### config.mk
export PLATFORM = sky130hd
export DESIGN_NAME = spi_slave_flat
export DESIGN_NICKNAME = d
export VERILOG_FILES = /design/src/rtl/spi_slave_if.sv /design/src/rtl/spi_slave.sv /design/src/flat_wrapper.sv
export SDC_FILE = /design/constraint.sdc
export NUM_CORES = 1
export LEC_CHECK = 0
export CELL_PAD_IN_SITES_DETAIL_PLACEMENT = 0
export CELL_PAD_IN_SITES_GLOBAL_PLACEMENT = 1
export CORE_MARGIN = 2
export CORE_UTILIZATION = 43
export DETAILED_ROUTE_END_ITERATION = 8
export GPL_TIMING_DRIVEN = 1
export MAX_ROUTING_LAYER = met4
export PLACE_DENSITY = 0.84
export SYNTH_ARGS = -nofsm -noshare
export SYNTH_HDL_FRONTEND = slang
export SYNTH_SLANG_ARGS = --single-unit
### constraint.sdc
create_clock -name clk_i -period 2.9 [get_ports clk_i]
set_clock_uncertainty 0.15 [all_clocks]
set_input_delay 0.58 -clock clk_i [delete_from_list [all_inputs] [get_ports clk_i]]
set_output_delay 0.58 -clock clk_i [all_outputs]
set_load 0.005 [all_outputs]
### src/rtl/spi_slave_if.sv
// Bus bundle for spi_slave: the four SPI wires, mode pins and the parallel tx/rx side.
// The slave modport is the endpoint view; the master modport is the driving side.
interface spi_slave_if #(
  parameter int DATA_W = 8
);
  logic              SPI_CLK;
  logic              CS;
  logic              MOSI;
  logic              MISO;
  logic              cpol;
  logic              cpha;
  logic [DATA_W-1:0] tx_data;
  logic              tx_valid;
  logic              tx_ready;
  logic [DATA_W-1:0] rx_data;
  logic              rx_valid;
  logic              busy;
  logic              underrun;

  modport slave (
    input  SPI_CLK, CS, MOSI, cpol, cpha, tx_data, tx_valid,
    output MISO, tx_ready, rx_data, rx_valid, busy, underrun
  );

  modport master (
    output SPI_CLK, CS, MOSI, cpol, cpha, tx_data, tx_valid,
    input  MISO, tx_ready, rx_data, rx_valid, busy, underrun
  );
endinterface

### src/rtl/spi_slave.sv
// Oversampled SPI slave, LSB first, all four CPOL/CPHA modes, single-word tx buffer.
// Build option SPI_SLAVE_MISO_TRISTATE_EN: MISO floats (1'bz) whenever no frame is in progress.
module spi_slave #(
  parameter int DATA_W = 8
) (
  input  logic        clk_i,
  input  logic        rst_ni,
  spi_slave_if.slave  spi
);
  localparam int CNT_W = $clog2(DATA_W + 1);

  typedef enum logic [1:0] {IDLE, LOAD, SHIFT} state_e;

  state_e            state_q, state_d;
  logic [2:0]        sclk_q, cs_q;
  logic [1:0]        mosi_q;
  logic [1:0]        mode_q, mode_d;
  logic [CNT_W-1:0]  cnt_q, cnt_d;
  logic              buf_full_q, buf_full_d;
  logic              rx_valid_q, rx_valid_d;
  logic              underrun_q, underrun_d;
  logic              first_q, first_d;
  logic [DATA_W-1:0] rx_data_q, rx_data_d;
  logic [DATA_W-1:0] rx_sh_q, rx_sh_d;
  logic [DATA_W-1:0] tx_sh_q, tx_sh_d;
  logic [DATA_W-1:0] buf_q, buf_d;

  // Edges come from comparing the synchroniser output [1] with the extra flop [2].
  logic sclk_rise, sclk_fall, cs_low, cs_fall;
  logic lead_e, trail_e, sample_e, shift_e, hs, busy;

  assign sclk_rise = sclk_q[1] & ~sclk_q[2];
  assign sclk_fall = ~sclk_q[1] & sclk_q[2];
  assign cs_low    = ~cs_q[1];
  assign cs_fall   = ~cs_q[1] & cs_q[2];
  assign lead_e    = mode_q[1] ? sclk_fall : sclk_rise;
  assign trail_e   = mode_q[1] ? sclk_rise : sclk_fall;
  assign sample_e  = mode_q[0] ? trail_e : lead_e;
  assign shift_e   = mode_q[0] ? lead_e : trail_e;
  assign hs        = spi.tx_valid & ~buf_full_q;
  assign busy      = (state_q != IDLE);

  always_comb begin
    state_d    = state_q;
    mode_d     = mode_q;
    cnt_d      = cnt_q;
    buf_full_d = buf_full_q;
    buf_d      = buf_q;
    rx_valid_d = 1'b0;
    underrun_d = underrun_q;
    first_d    = first_q;
    rx_data_d  = rx_data_q;
    rx_sh_d    = rx_sh_q;
    tx_sh_d    = tx_sh_q;

    if (hs) begin
      buf_d      = spi.tx_data;
      buf_full_d = 1'b1;
    end

    unique case (state_q)
      IDLE: begin
        if (cs_fall) begin
          mode_d  = {spi.cpol, spi.cpha};
          first_d = 1'b1;
          state_d = LOAD;
        end
      end
      LOAD: begin
        if (!cs_low) begin
          state_d = IDLE;
        end else begin
          // A capture landing in this cycle is not visible here; it waits for the next LOAD.
          tx_sh_d = buf_full_q ? buf_q : '0;
          if (buf_full_q) buf_full_d = 1'b0;
          // Only the word that opens a frame counts as an underrun; the trailing
          // LOAD after the last word of a frame is normally empty.
          if (!buf_full_q && first_q) underrun_d = 1'b1;
          first_d = 1'b0;
          cnt_d   = '0;
          state_d = SHIFT;
        end
      end
      SHIFT: begin
        if (!cs_low) begin
          state_d = IDLE;
        end else begin
          if (sample_e) begin
            rx_sh_d = {mosi_q[1], rx_sh_q[DATA_W-1:1]};
            cnt_d   = cnt_q + CNT_W'(1);
            if (cnt_q == CNT_W'(DATA_W - 1)) begin
              rx_data_d  = {mosi_q[1], rx_sh_q[DATA_W-1:1]};
              rx_valid_d = 1'b1;
              state_d    = LOAD;
            end
          end
          // No shift before the first sample of a word: covers the cpha=1 first
          // leading edge and the cpha=0 trailing edge that follows the last bit.
          if (shift_e && (cnt_q != '0)) tx_sh_d = {1'b0, tx_sh_q[DATA_W-1:1]};
        end
      end
      default: state_d = IDLE;
    endcase
  end

  always_ff @(posedge clk_i or negedge rst_ni) begin
    if (!rst_ni) begin
      state_q    <= IDLE;
      sclk_q     <= '0;
      cs_q       <= '1;
      mosi_q     <= '0;
      mode_q     <= '0;
      cnt_q      <= '0;
      buf_full_q <= 1'b0;
      rx_valid_q <= 1'b0;
      underrun_q <= 1'b0;
      first_q    <= 1'b0;
      rx_data_q  <= '0;
    end else begin
      state_q    <= state_d;
      sclk_q     <= {sclk_q[1:0], spi.SPI_CLK};
      cs_q       <= {cs_q[1:0], spi.CS};
      mosi_q     <= {mosi_q[0], spi.MOSI};
      mode_q     <= mode_d;
      cnt_q      <= cnt_d;
      buf_full_q <= buf_full_d;
      rx_valid_q <= rx_valid_d;
      underrun_q <= underrun_d;
      first_q    <= first_d;
      rx_data_q  <= rx_data_d;
    end
  end

  always_ff @(posedge clk_i) begin
    rx_sh_q <= rx_sh_d;
    tx_sh_q <= tx_sh_d;
    buf_q   <= buf_d;
  end

  assign spi.tx_ready = ~buf_full_q;
  assign spi.rx_data  = rx_data_q;
  assign spi.rx_valid = rx_valid_q;
  assign spi.busy     = busy;
  assign spi.underrun = underrun_q;

`ifdef SPI_SLAVE_MISO_TRISTATE_EN
  assign spi.MISO = busy ? tx_sh_q[0] : 1'bz;
`else
  assign spi.MISO = busy & tx_sh_q[0];
`endif
endmodule

### src/flat_wrapper.sv
// flat-port wrapper written by rule: the top's interface ports become plain ports
module spi_slave_flat 
#(
  parameter int DATA_W = 8
)
  (clk_i, rst_ni, spi_SPI_CLK, spi_CS, spi_MOSI, spi_cpol, spi_cpha, spi_tx_data, spi_tx_valid, spi_MISO, spi_tx_ready, spi_rx_data, spi_rx_valid, spi_busy, spi_underrun);
  spi_slave_if #(.DATA_W(DATA_W)) spi_i ();
  input  logic clk_i;
  input  logic rst_ni;
  input wire logic [$bits(spi_i.SPI_CLK)-1:0] spi_SPI_CLK;
  input wire logic [$bits(spi_i.CS)-1:0] spi_CS;
  input wire logic [$bits(spi_i.MOSI)-1:0] spi_MOSI;
  input wire logic [$bits(spi_i.cpol)-1:0] spi_cpol;
  input wire logic [$bits(spi_i.cpha)-1:0] spi_cpha;
  input wire logic [$bits(spi_i.tx_data)-1:0] spi_tx_data;
  input wire logic [$bits(spi_i.tx_valid)-1:0] spi_tx_valid;
  output wire logic [$bits(spi_i.MISO)-1:0] spi_MISO;
  output wire logic [$bits(spi_i.tx_ready)-1:0] spi_tx_ready;
  output wire logic [$bits(spi_i.rx_data)-1:0] spi_rx_data;
  output wire logic [$bits(spi_i.rx_valid)-1:0] spi_rx_valid;
  output wire logic [$bits(spi_i.busy)-1:0] spi_busy;
  output wire logic [$bits(spi_i.underrun)-1:0] spi_underrun;
  assign spi_i.SPI_CLK = spi_SPI_CLK;
  assign spi_i.CS = spi_CS;
  assign spi_i.MOSI = spi_MOSI;
  assign spi_i.cpol = spi_cpol;
  assign spi_i.cpha = spi_cpha;
  assign spi_i.tx_data = spi_tx_data;
  assign spi_i.tx_valid = spi_tx_valid;
  assign spi_MISO = spi_i.MISO;
  assign spi_tx_ready = spi_i.tx_ready;
  assign spi_rx_data = spi_i.rx_data;
  assign spi_rx_valid = spi_i.rx_valid;
  assign spi_busy = spi_i.busy;
  assign spi_underrun = spi_i.underrun;
  spi_slave #(.DATA_W(DATA_W)) u_core (.clk_i(clk_i), .rst_ni(rst_ni), .spi(spi_i));
endmodule
==> key figures, run 1 <==
Yosys
  • Syn_nets: 166
  • Leading area contributor after synthesis: edfxtp_1
  • Synth async-reset ratio: a little over half
  • YS warnings: 0
  • Yosys reg bits: a little over 50
  • Unique masters post-synth: 34
  • Post-synth top area share: about a third
  • Avg Synthesized Cell Area: 13.77 um^2
  • Synth area leaders: edfxtp_1 (34%), dfrtp_1 (31%), mux2_2 (5.0%)
  • Cell area after synthesis: a little over 2000 um^2
  • Post-synthesis sequential area ratio: 68.45%
  • Most used DFF post-synth: dfrtp_1
  • EDFF count, synth: 23
  • Post-synthesis cell count: between 100 and 150

Timing
  • Slew @ Worst Pin: just over 0.7 ns
  • Relative slew slack: slightly above 50%
  • Setup_tns: 0 ns
  • Final Max Slew Viols: 0
  • Setup violations, final: 0
  • Tmin final: around 2.5 ns
  • Fin crit share: 86.11%
  • Final hold slack: about 0.21 ns
  • RSZ-0062 raised after global routing: false
  • Worst setup margin: roughly 0.4 ns
  • Fmax: about 400 MHz
  • Final hold vios: 0

Worst setup path
  • CP max stage delay: 0.51 ns
  • Crit end category: output pin
  • Buffer and inverter count on the worst path: 1
  • Worst Path Max Fanout: 12
  • Critical path class: flop to output pin
  • Crit path required time: 2.17 ns
  • Crit-path cells: or2_2 > and2_1 > clkdlybuf4s50_1
  • Critical path arrival: 1.77 ns
  • Cell family with most CP delay: simple AND/OR/NAND/NOR gates
  • Slowest-stage cell, CP: dfrtp_1
  • Crit path launch type: flop

Floorplanning
  • Die area: roughly 5300 um^2
  • Die height: roughly 73 um
  • Core area: roughly 4700 um^2
  • Die width: approximately 73 um
  • Initial Util: between 40% and 50%
  • Io pins: 29
  • Row Count: 25

GRT
  • Grt met2 use: between 20% and 30%
  • Largest net degree at the start of global routing: 29
  • Grt met1 use: between 15 and 20%
  • Number of global-route vias before repair: about 1,200
  • GRT busiest layer: met2
  • Met3 Use GR: approximately 3.7%
  • Global route overflow: 0
  • First-pass GRT wire length: 5409 um
  • Initial antenna violation count: 0
  • Total GRT Usage: a little over an eighth

Drt
  • Post-DRT Antenna Nets: 0
  • Final WL: between 3000 and 4000 um
  • Via density: roughly 5.0
  • DRC: 0
  • Wire length per cell: ~13 um
  • TritonRoute pass-1 iters: 4
  • Initial DRC Count: 60
  • Routed vias: between 1,000 and 1,500

Layout
  • Register area: 1395 um^2
  • Post-route cell area: between 2000 and 2500 um^2
  • Nets: around 200
  • # fillers: 387
  • Multi-input combinational cell area: a little under 600 um^2
  • Non-Filler Instances: about 240
  • Number of diodes: 0
  • Commonest non-fill, non-tap cell in the layout: clkdlybuf4s50_1
  • Area grow syn2layout: 21.30%
  • Ratio of cells with drive above 1 in the final layout: approximately 17%
  • Commonest cells after routing, fill and taps aside: clkdlybuf4s50_1 (28), dfrtp_1 (25), edfxtp_1 (23)

Power and ir drop
  • Peak supply drop: about 0.00035 V
  • Part of the power in registers: 55.9%
  • PwrDens: about 680 nW/um^2
  • Sw frac: 27.85%
  • Clock network fraction of total power: about 25%
  • Leak: approximately 0.0010 uW
  • Total net switching power: ~470 uW
  • Logic gate share of total power: between 10% and 20%
  • Pint: ~1200 uW

CTS
  • Buffer count from post-CTS setup fixing: 0
  • Post_cts resized: 0
  • H-tree levels: 2
  • CTS tree: yes
  • Clk slew on worst S/H paths: approximately 0.10 ns
  • TritonCTS buffer count: 5
  • # clock sinks: between 50 and 60
  • Skew-Pair Late Insertion Delay: roughly 0.3 ns
  • Root Driver: clkbuf_8
  • Max Root-Sink Buffers: 2
  • Hold buffers post-CTS: 0

Flow run
  • # Max-Cap Violations: 0

Placed design
  • HPWL Detailed: 2242 um
  • I/O Buffers: 28
  • RD Place Congestion: between 0.8 and 0.9
  • Worst slack at placement: roughly 0.74 ns
  • Dpl cell area: between 2000 and 2500 um^2
  • Post-Place Cells: about 230

Run status
  • Status: completed

Min path
  • Hold WC Path Type: flop to flop
[path summary, 6_finish.rpt]
| check | cells after the start | slack, ns | startpoint | endpoint |
|---|---|---|---|---|
| max | 3 | 0.40 | u_core.state_q[0] | spi_MISO |
| min | 0 | 0.21 | u_core.sclk_q[0] | u_core.sclk_q[1] |
| max reg2reg | 3 | 0.74 | u_core.mode_q[1] | u_core.rx_sh_q[1] |
| min reg2reg | 0 | 0.21 | u_core.sclk_q[0] | u_core.sclk_q[1] |
| max in group asynchronous | 2 | 1.79 | rst_ni | u_core.cs_q[1] |
| min in group asynchronous | 2 | 0.51 | rst_ni | u_core.state_q[1] |
[flip-flops by register name, indices dropped and copies added, names as in the netlist]
register	count
u_core.buf_full_q	1
u_core.buf_q	8
u_core.cnt_q	4
u_core.cs_q	3
u_core.first_q	1
u_core.mode_q	2
u_core.mosi_q	2
u_core.rx_sh_q	7
u_core.sclk_q	3
u_core.spi.rx_data	8
u_core.spi.rx_valid	1
u_core.spi.underrun	1
u_core.state_q	2
u_core.tx_sh_q	8
[kinds of logic (layout without fill, tap and decap cells)]
family                     count (synthesis)  after routing  share of synthesized area, %
DFF                                       51             51                         68.45
and+or+nand+nor                           50             50                         12.28
AOI/OAI and AO/OA                         20             20                         7.121
muxes                                     13             13                         7.366
buffers and inverters                     11             45                         2.762
adders and majority gates                  2              2                         1.228
xor gates and xnor gates                   1              1                        0.7983
[power groups by stage]
stage,logic [uW],registers [uW],clock network [uW]
finish,321,946,426
global route,354,959,471
global placement,313,956,0
detailed placement,324,961,0
CTS,326,946,438
floorplan,214,928,0
[Yosys cell counts (3+ instances only)]
cell type	instances
nor2_1	8
nand2_1	22
o21ai_0	7
and2_1	3
inv_1	6
mux2_2	9
dfrtp_1	25
nor2b_1	5
a21oi_1	3
dfstp_2	3
edfxtp_1	23
clkbuf_1	3
[area by class of cell]
cell class	count	share of cell area, %
clock inverters	3	1.164
multi-input cells	86	23.73
inverters	6	0.9109
repair buffers	31	12.25
clock buffers	5	2.783
flip-flops and latches	51	56.43
well taps	54	2.733
[per-layer routing]
layer | routed length, um | vias up
met5 | 0 | -
met4 | 30 | 0
met3 | 152 | 5
met2 | 1385 | 39
met1 | 1576 | 559
li1 | - | 586
[metrics by stage]
stage	util [%]	power, uW
CTS	53.05	1709
floorplan	-	1142
global route	53.05	1784
detailed placement	50.95	1285
finish	53.05	1693
global placement	50.95	1269
(Power assumes the default switching activity.)
==> inputs of run 2 (changes only) <==
--- a/config.mk
+++ b/config.mk
@@ -12,7 +12,7 @@
 export DETAILED_ROUTE_END_ITERATION = 8
 export GPL_TIMING_DRIVEN = 1
 export MAX_ROUTING_LAYER = met4
-export PLACE_DENSITY = 0.84
+export PLACE_DENSITY = 0.78
 export SYNTH_ARGS = -nofsm -noshare
 export SYNTH_HDL_FRONTEND = slang
 export SYNTH_SLANG_ARGS = --single-unit
==> constraint.sdc (replaced) <==
create_clock -name clk_i -period 2.9 [get_ports clk_i]
set_clock_uncertainty 0.15 [all_clocks]
set_input_delay 0.29 -clock clk_i [delete_from_list [all_inputs] [get_ports clk_i]]
set_output_delay 0.29 -clock clk_i [all_outputs]
set_load 0.005 [all_outputs]
==> run 2 against run 1 <==
Register-to-register slack improved by 0.03 ns; clock-buffer cell count unchanged; maximum frequency increased by 13%; non-clock buffer count unchanged; wire length increased by 4.4%; hold slack got worse by 0.0053 ns; critical path type unchanged; highest routed layer unchanged.
==> key figures, run 2 (same netlist as run 1, synthesis figures left out) <==
Drt
  • DRC: 0
  • Post-DRT Antenna Nets: 0
  • Routed vias: around 1,200
  • TritonRoute pass-1 iters: 4
  • Via density: roughly 5
  • Met3 wire len: 163 um
  • Wire length on met1: ~1500 um
  • Wire length per cell: between 10 and 15 um
  • Initial DRC Count: 65
  • Final WL: between 3000 and 4000 um
  • Met2 wire length: between 1500 and 2000 um
  • Highest Signal Layer: met4

CTS
  • H-tree levels: 2
  • TritonCTS buffer count: 5
  • Clk slew on worst S/H paths: 0.09 ns
  • Post_cts resized: 0
  • Hold buffers post-CTS: 0
  • Buffer count from post-CTS setup fixing: 0
  • Skew-Pair Late Insertion Delay: approximately 0.3 ns
  • Max Root-Sink Buffers: 2
  • CTS tree: yes
  • Root Driver: clkbuf_8
  • # clock sinks: 51

Worst setup path
  • Critical path arrival: ~1.8 ns
  • Crit path launch type: flop
  • Critical path class: flop to output pin
  • Worst Path Max Fanout: 12
  • Crit end category: output pin
  • CP max stage delay: 0.52 ns
  • Worst R2R Path Depth: 3
  • Slowest-stage cell, CP: dfrtp_1
  • Buffer and inverter count on the worst path: 1
  • Reg2reg setup slack: just under 0.8 ns
  • Total stage count of the critical path: 3
  • Crit path required time: roughly 2.5 ns
  • Crit-path cells: or2_2 > and2_1 > clkdlybuf4s50_1
  • Cell family with most CP delay: flip-flops

Timing
  • Final Max Slew Viols: 0
  • Tmin final: between 2 and 2.5 ns
  • Slew @ Worst Pin: 0.7760 ns
  • RSZ-0062 raised after global routing: false
  • Relative slew slack: about half
  • Final hold slack: 0.2019 ns
  • Fmax: approximately 450 MHz
  • Fin crit share: roughly three quarters
  • Final hold vios: 0
  • Setup violations, final: 0
  • Setup_tns: 0 ns

Layout
  • Ratio of cells with drive above 1 in the final layout: between 10% and 20%
  • Commonest non-fill, non-tap cell in the layout: clkdlybuf4s50_1
  • Area grow syn2layout: 20.87%
  • Post-route cell area: ~2500 um^2
  • Commonest cells after routing, fill and taps aside: clkdlybuf4s50_1 (28), dfrtp_1 (25), edfxtp_1 (23)
  • Number of diodes: 0
  • Nets: around 200

Power and ir drop
  • Pint: between 1000 and 1500 uW
  • Logic gate share of total power: around a fifth
  • Total net switching power: between 400 and 500 uW
  • Clock network fraction of total power: a little under a quarter
  • Leak: ~0.0010 uW
  • PwrDens: approximately 670 nW/um^2
  • Part of the power in registers: 56.9%
  • Sw frac: 27.16%
  • Peak supply drop: approximately 0.00035 V

Floorplanning
  • Die area: roughly 5300 um^2
  • Row Count: 25
  • Io pins: 29
  • Die width: 72.85 um
  • Die height: ~73 um
  • Core area: about 4700 um^2
  • Initial Util: 43.73%

GRT
  • Largest net degree at the start of global routing: 29
  • Global route overflow: 0
  • Initial antenna violation count: 0
  • Total GRT Usage: 14.63%
  • Number of global-route vias before repair: around 1,200
  • First-pass GRT wire length: roughly 5700 um

Placed design
  • Dpl cell area: roughly 2400 um^2
  • RD Place Congestion: 0.7689
  • HPWL Detailed: approximately 2400 um
  • I/O Buffers: 28

Min path
  • Hold WC Path Type: input pin to async pin

Flow run
  • # Max-Cap Violations: 0

Run status
  • Status: completed
[run 2: cell types whose count changed in the layout (fill, tap and decap cells not counted)]
cell | previous run | this run
clkinv_1 | 0 | 1
clkinv_4 | 2 | 1
clkinvlp_4 | 0 | 1
inv_8 | 1 | 0
[run 2: final cells by class]
class	instances	area [um^2]
clock inverters	3	20.02
flip-flops and latches	51	1395
inverters	6	22.52
fillers	411	2197
well taps	54	67.56
multi-input cells	86	586.8
repair buffers	31	302.8
clock buffers	5	68.82
[run 2: final timing paths]
check                                  start                end
min reg2reg                 u_core.sclk_q[0]   u_core.sclk_q[1]
min in group clk_i          u_core.sclk_q[0]   u_core.sclk_q[1]
max                        u_core.state_q[0]           spi_MISO
max in group asynchronous             rst_ni     u_core.cs_q[2]
max reg2reg                 u_core.mode_q[1]  u_core.rx_sh_q[1]
min                                   rst_ni   u_core.mosi_q[0]
[run 2: worst reg2reg max path, stage by stage, from the launching register on]
cell	delay, ns
dfrtp_1	0.42
xnor2_2	0.27
mux2i_2	0.59
and2_1	0.38
[run 2: power by group through the flow]
stage / sequential [uW] / combinational (uW) / clock, uW
CTS: 946 / 327 / 416
global placement: 957 / 315 / 0
floorplan: 928 / 214 / 0
detailed placement: 960 / 326 / 0
finish: 945 / 320 / 397
global route: 964 / 359 / 447
[run 2: routing by layer]
metal  GRT usage (%)  up-vias
met5               -        -
met4           3.086        0
met3           5.249        2
met2           22.22       24
met1           19.12      575
li1                -      584
[run 2: per-stage QoR]
step	instances	utilization (%)	worst slack, ns	total power [uW]
floorplan	148	-	0.7657	1142
global placement	228	50.95	0.8308	1272
detailed placement	228	50.95	0.7519	1286
CTS	236	52.86	0.6821	1688
global route	236	52.86	0.5987	1769
finish	236	52.86	0.6918	1662
==> inputs of run 3 (changes only) <==
==> constraint.sdc (replaced) <==
create_clock -name clk_i -period 2.2 [get_ports clk_i]
set_clock_uncertainty 0.15 [all_clocks]
set_input_delay 0.22 -clock clk_i [delete_from_list [all_inputs] [get_ports clk_i]]
set_output_delay 0.22 -clock clk_i [all_outputs]
set_load 0.005 [all_outputs]
==> run 3 against run 2 <==
Hold slack worse by 0.068 ns; sequential share of layout area down 1.0 points; register-to-register slack lost 0.42 ns; global-route usage down 0.95 points; critical path type unchanged; largest power group unchanged; highest routed layer unchanged.
==> key figures, run 3 (same netlist as run 1, synthesis figures left out) <==
CTS
  • CTS tree: yes
  • Buffer count from post-CTS setup fixing: 0
  • H-tree levels: 2
  • # clock sinks: 51
  • Clk slew on worst S/H paths: about 0.090 ns
  • Post_cts resized: 0
  • Hold buffers post-CTS: 0
  • TritonCTS buffer count: 5
  • Max Root-Sink Buffers: 2
  • Root Driver: clkbuf_8
  • Skew-Pair Late Insertion Delay: around 0.29 ns

Timing
  • Fmax: 495.2 MHz
  • Tmin final: roughly 2.0 ns
  • Slew @ Worst Pin: 0.3411 ns
  • Fin crit share: between 90 and 100%
  • Final hold vios: 0
  • Setup violations, final: 0
  • RSZ-0062 raised after global routing: false
  • Setup_tns: 0 ns
  • Final Max Slew Viols: 0
  • Relative slew slack: 77.26%

Layout
  • # fillers: 389
  • Ratio of cells with drive above 1 in the final layout: roughly 18%
  • Post-route cell area: between 2000 and 3000 um^2
  • Register area: between 1000 and 1500 um^2
  • Nets: around 200
  • Area grow syn2layout: 23.08%
  • Commonest non-fill, non-tap cell in the layout: clkdlybuf4s50_1
  • Multi-input combinational cell area: a little under 600 um^2
  • Number of diodes: 0
  • Commonest cells after routing, fill and taps aside: clkdlybuf4s50_1 (28), dfrtp_1 (25), edfxtp_1 (23)

Floorplanning
  • Row Count: 25
  • Die area: approximately 5300 um^2
  • Die height: ~73 um
  • Initial Util: 43.73%
  • Core area: 4661 um^2
  • Die width: 72.85 um
  • Io pins: 29

Drt
  • Routed vias: about 1,200
  • Initial DRC Count: between 40 and 50
  • Wire length per cell: roughly 13 um
  • TritonRoute pass-1 iters: 4
  • Post-DRT Antenna Nets: 0
  • Final WL: 3206 um
  • Via density: 4.958
  • DRC: 0

Power and ir drop
  • Leak: roughly 0.0010 uW
  • PwrDens: between 900 and 1000 nW/um^2
  • Peak supply drop: between 0.0005 and 0.0006 V

GRT
  • Total GRT Usage: 13.68%
  • Global route overflow: 0
  • Number of global-route vias before repair: 1,197
  • Initial antenna violation count: 0
  • First-pass GRT wire length: between 5000 and 6000 um
  • Largest net degree at the start of global routing: 29

Worst setup path
  • Worst Path Max Fanout: 7
  • Reg-to-reg endpoint: u_core.rx_sh_q[4]
  • Critical path class: flop to output pin
  • Reg2reg setup slack: 0.35 ns
  • Crit end category: output pin
  • Crit path launch type: flop
  • Critical path arrival: between 1.5 and 2 ns
  • Crit path required time: between 1.5 and 2 ns
  • Worst R2R Path Depth: 3
  • RR Startpoint: u_core.mode_q[1]

Placed design
  • HPWL Detailed: between 2000 and 2500 um
  • I/O Buffers: 28
  • Dpl cell area: ~2400 um^2
  • RD Place Congestion: 0.8264

Flow run
  • # Max-Cap Violations: 0

Min path
  • Hold WC Path Type: input pin to async pin

Run status
  • Status: completed
-- run 3: changes by cell type in the layout (fill, tap and decap cells not counted), sizes merged --
cell	before	now
buf	3	6
bufinv	0	1
clkinv	2	1
clkinvlp	1	0
inv	6	7
-- run 3: stage by stage --
step	power, uW	hold slack, ns	worst slack (ns)	cells	util, %
2_1_floorplan	1505	-0.2256	0.06570	148	-
3_3_place_gp	1684	0.1835	0.3844	231	51.44
3_5_place_dp	1702	0.1881	0.3475	231	51.44
4_1_cts	2342	0.1434	0.1589	239	53.83
5_1_grt	2444	0.1580	0.1022	239	53.83
6_report	2315	0.1334	0.1808	239	53.83
-- run 3: worst max path at each step --
stage | startpoint | to | slack [ns] | cells past startpoint
6_report | u_core.state_q[1] | spi_MISO | 0.18 | 3
5_1_grt | u_core.state_q[1] | spi_MISO | 0.10 | 3
4_1_cts | u_core.state_q[1] | spi_MISO | 0.16 | 3
3_5_place_dp | u_core.mode_q[1] | u_core.rx_sh_q[1] | 0.35 | 3
3_3_place_gp | u_core.mode_q[1] | u_core.rx_sh_q[1] | 0.38 | 3
2_1_floorplan | u_core.state_q[1] | u_core.tx_sh_q[0] | 0.07 | 4
-- run 3: final cells by class --
cell class / instances / share of cell area (%)
repair buffers: 34 / 12.97
multi-input cells: 86 / 23.39
inverters: 6 / 0.8978
flip-flops and latches: 51 / 55.61
clock buffers: 5 / 2.743
clock inverters: 3 / 1.696
well taps: 54 / 2.693
-- run 3: critical path, cell delays in order (launching register included) --
cell and delay [ns]:
dfrtp_1 0.45, or2_2 0.31, and2_1 0.16, clkdlybuf4s50_1 0.44
-- run 3: metal layers --
| layer | routed length [um] | part of all wire (%) | GRT usage, % | up-vias |
|---|---|---|---|---|
| met3 | 180 | 5.6 | 4.282 | 2 |
| met4 | 8 | 0.25 | 2.469 | 0 |
| met1 | 1386 | 43 | 17.01 | 567 |
| met2 | 1631 | 51 | 22.42 | 28 |
| met5 | 0 | 0 | - | - |
| li1 | - | - | - | 588 |
-- run 3: power by group --
part / leakage [uW] / internal, uW / total, uW / switching [uW]
registers: 0.000550 / 1140 / 1240 / 101
clock network: 0.0000562 / 339 / 641 / 302
logic: 0.000426 / 244 / 434 / 190
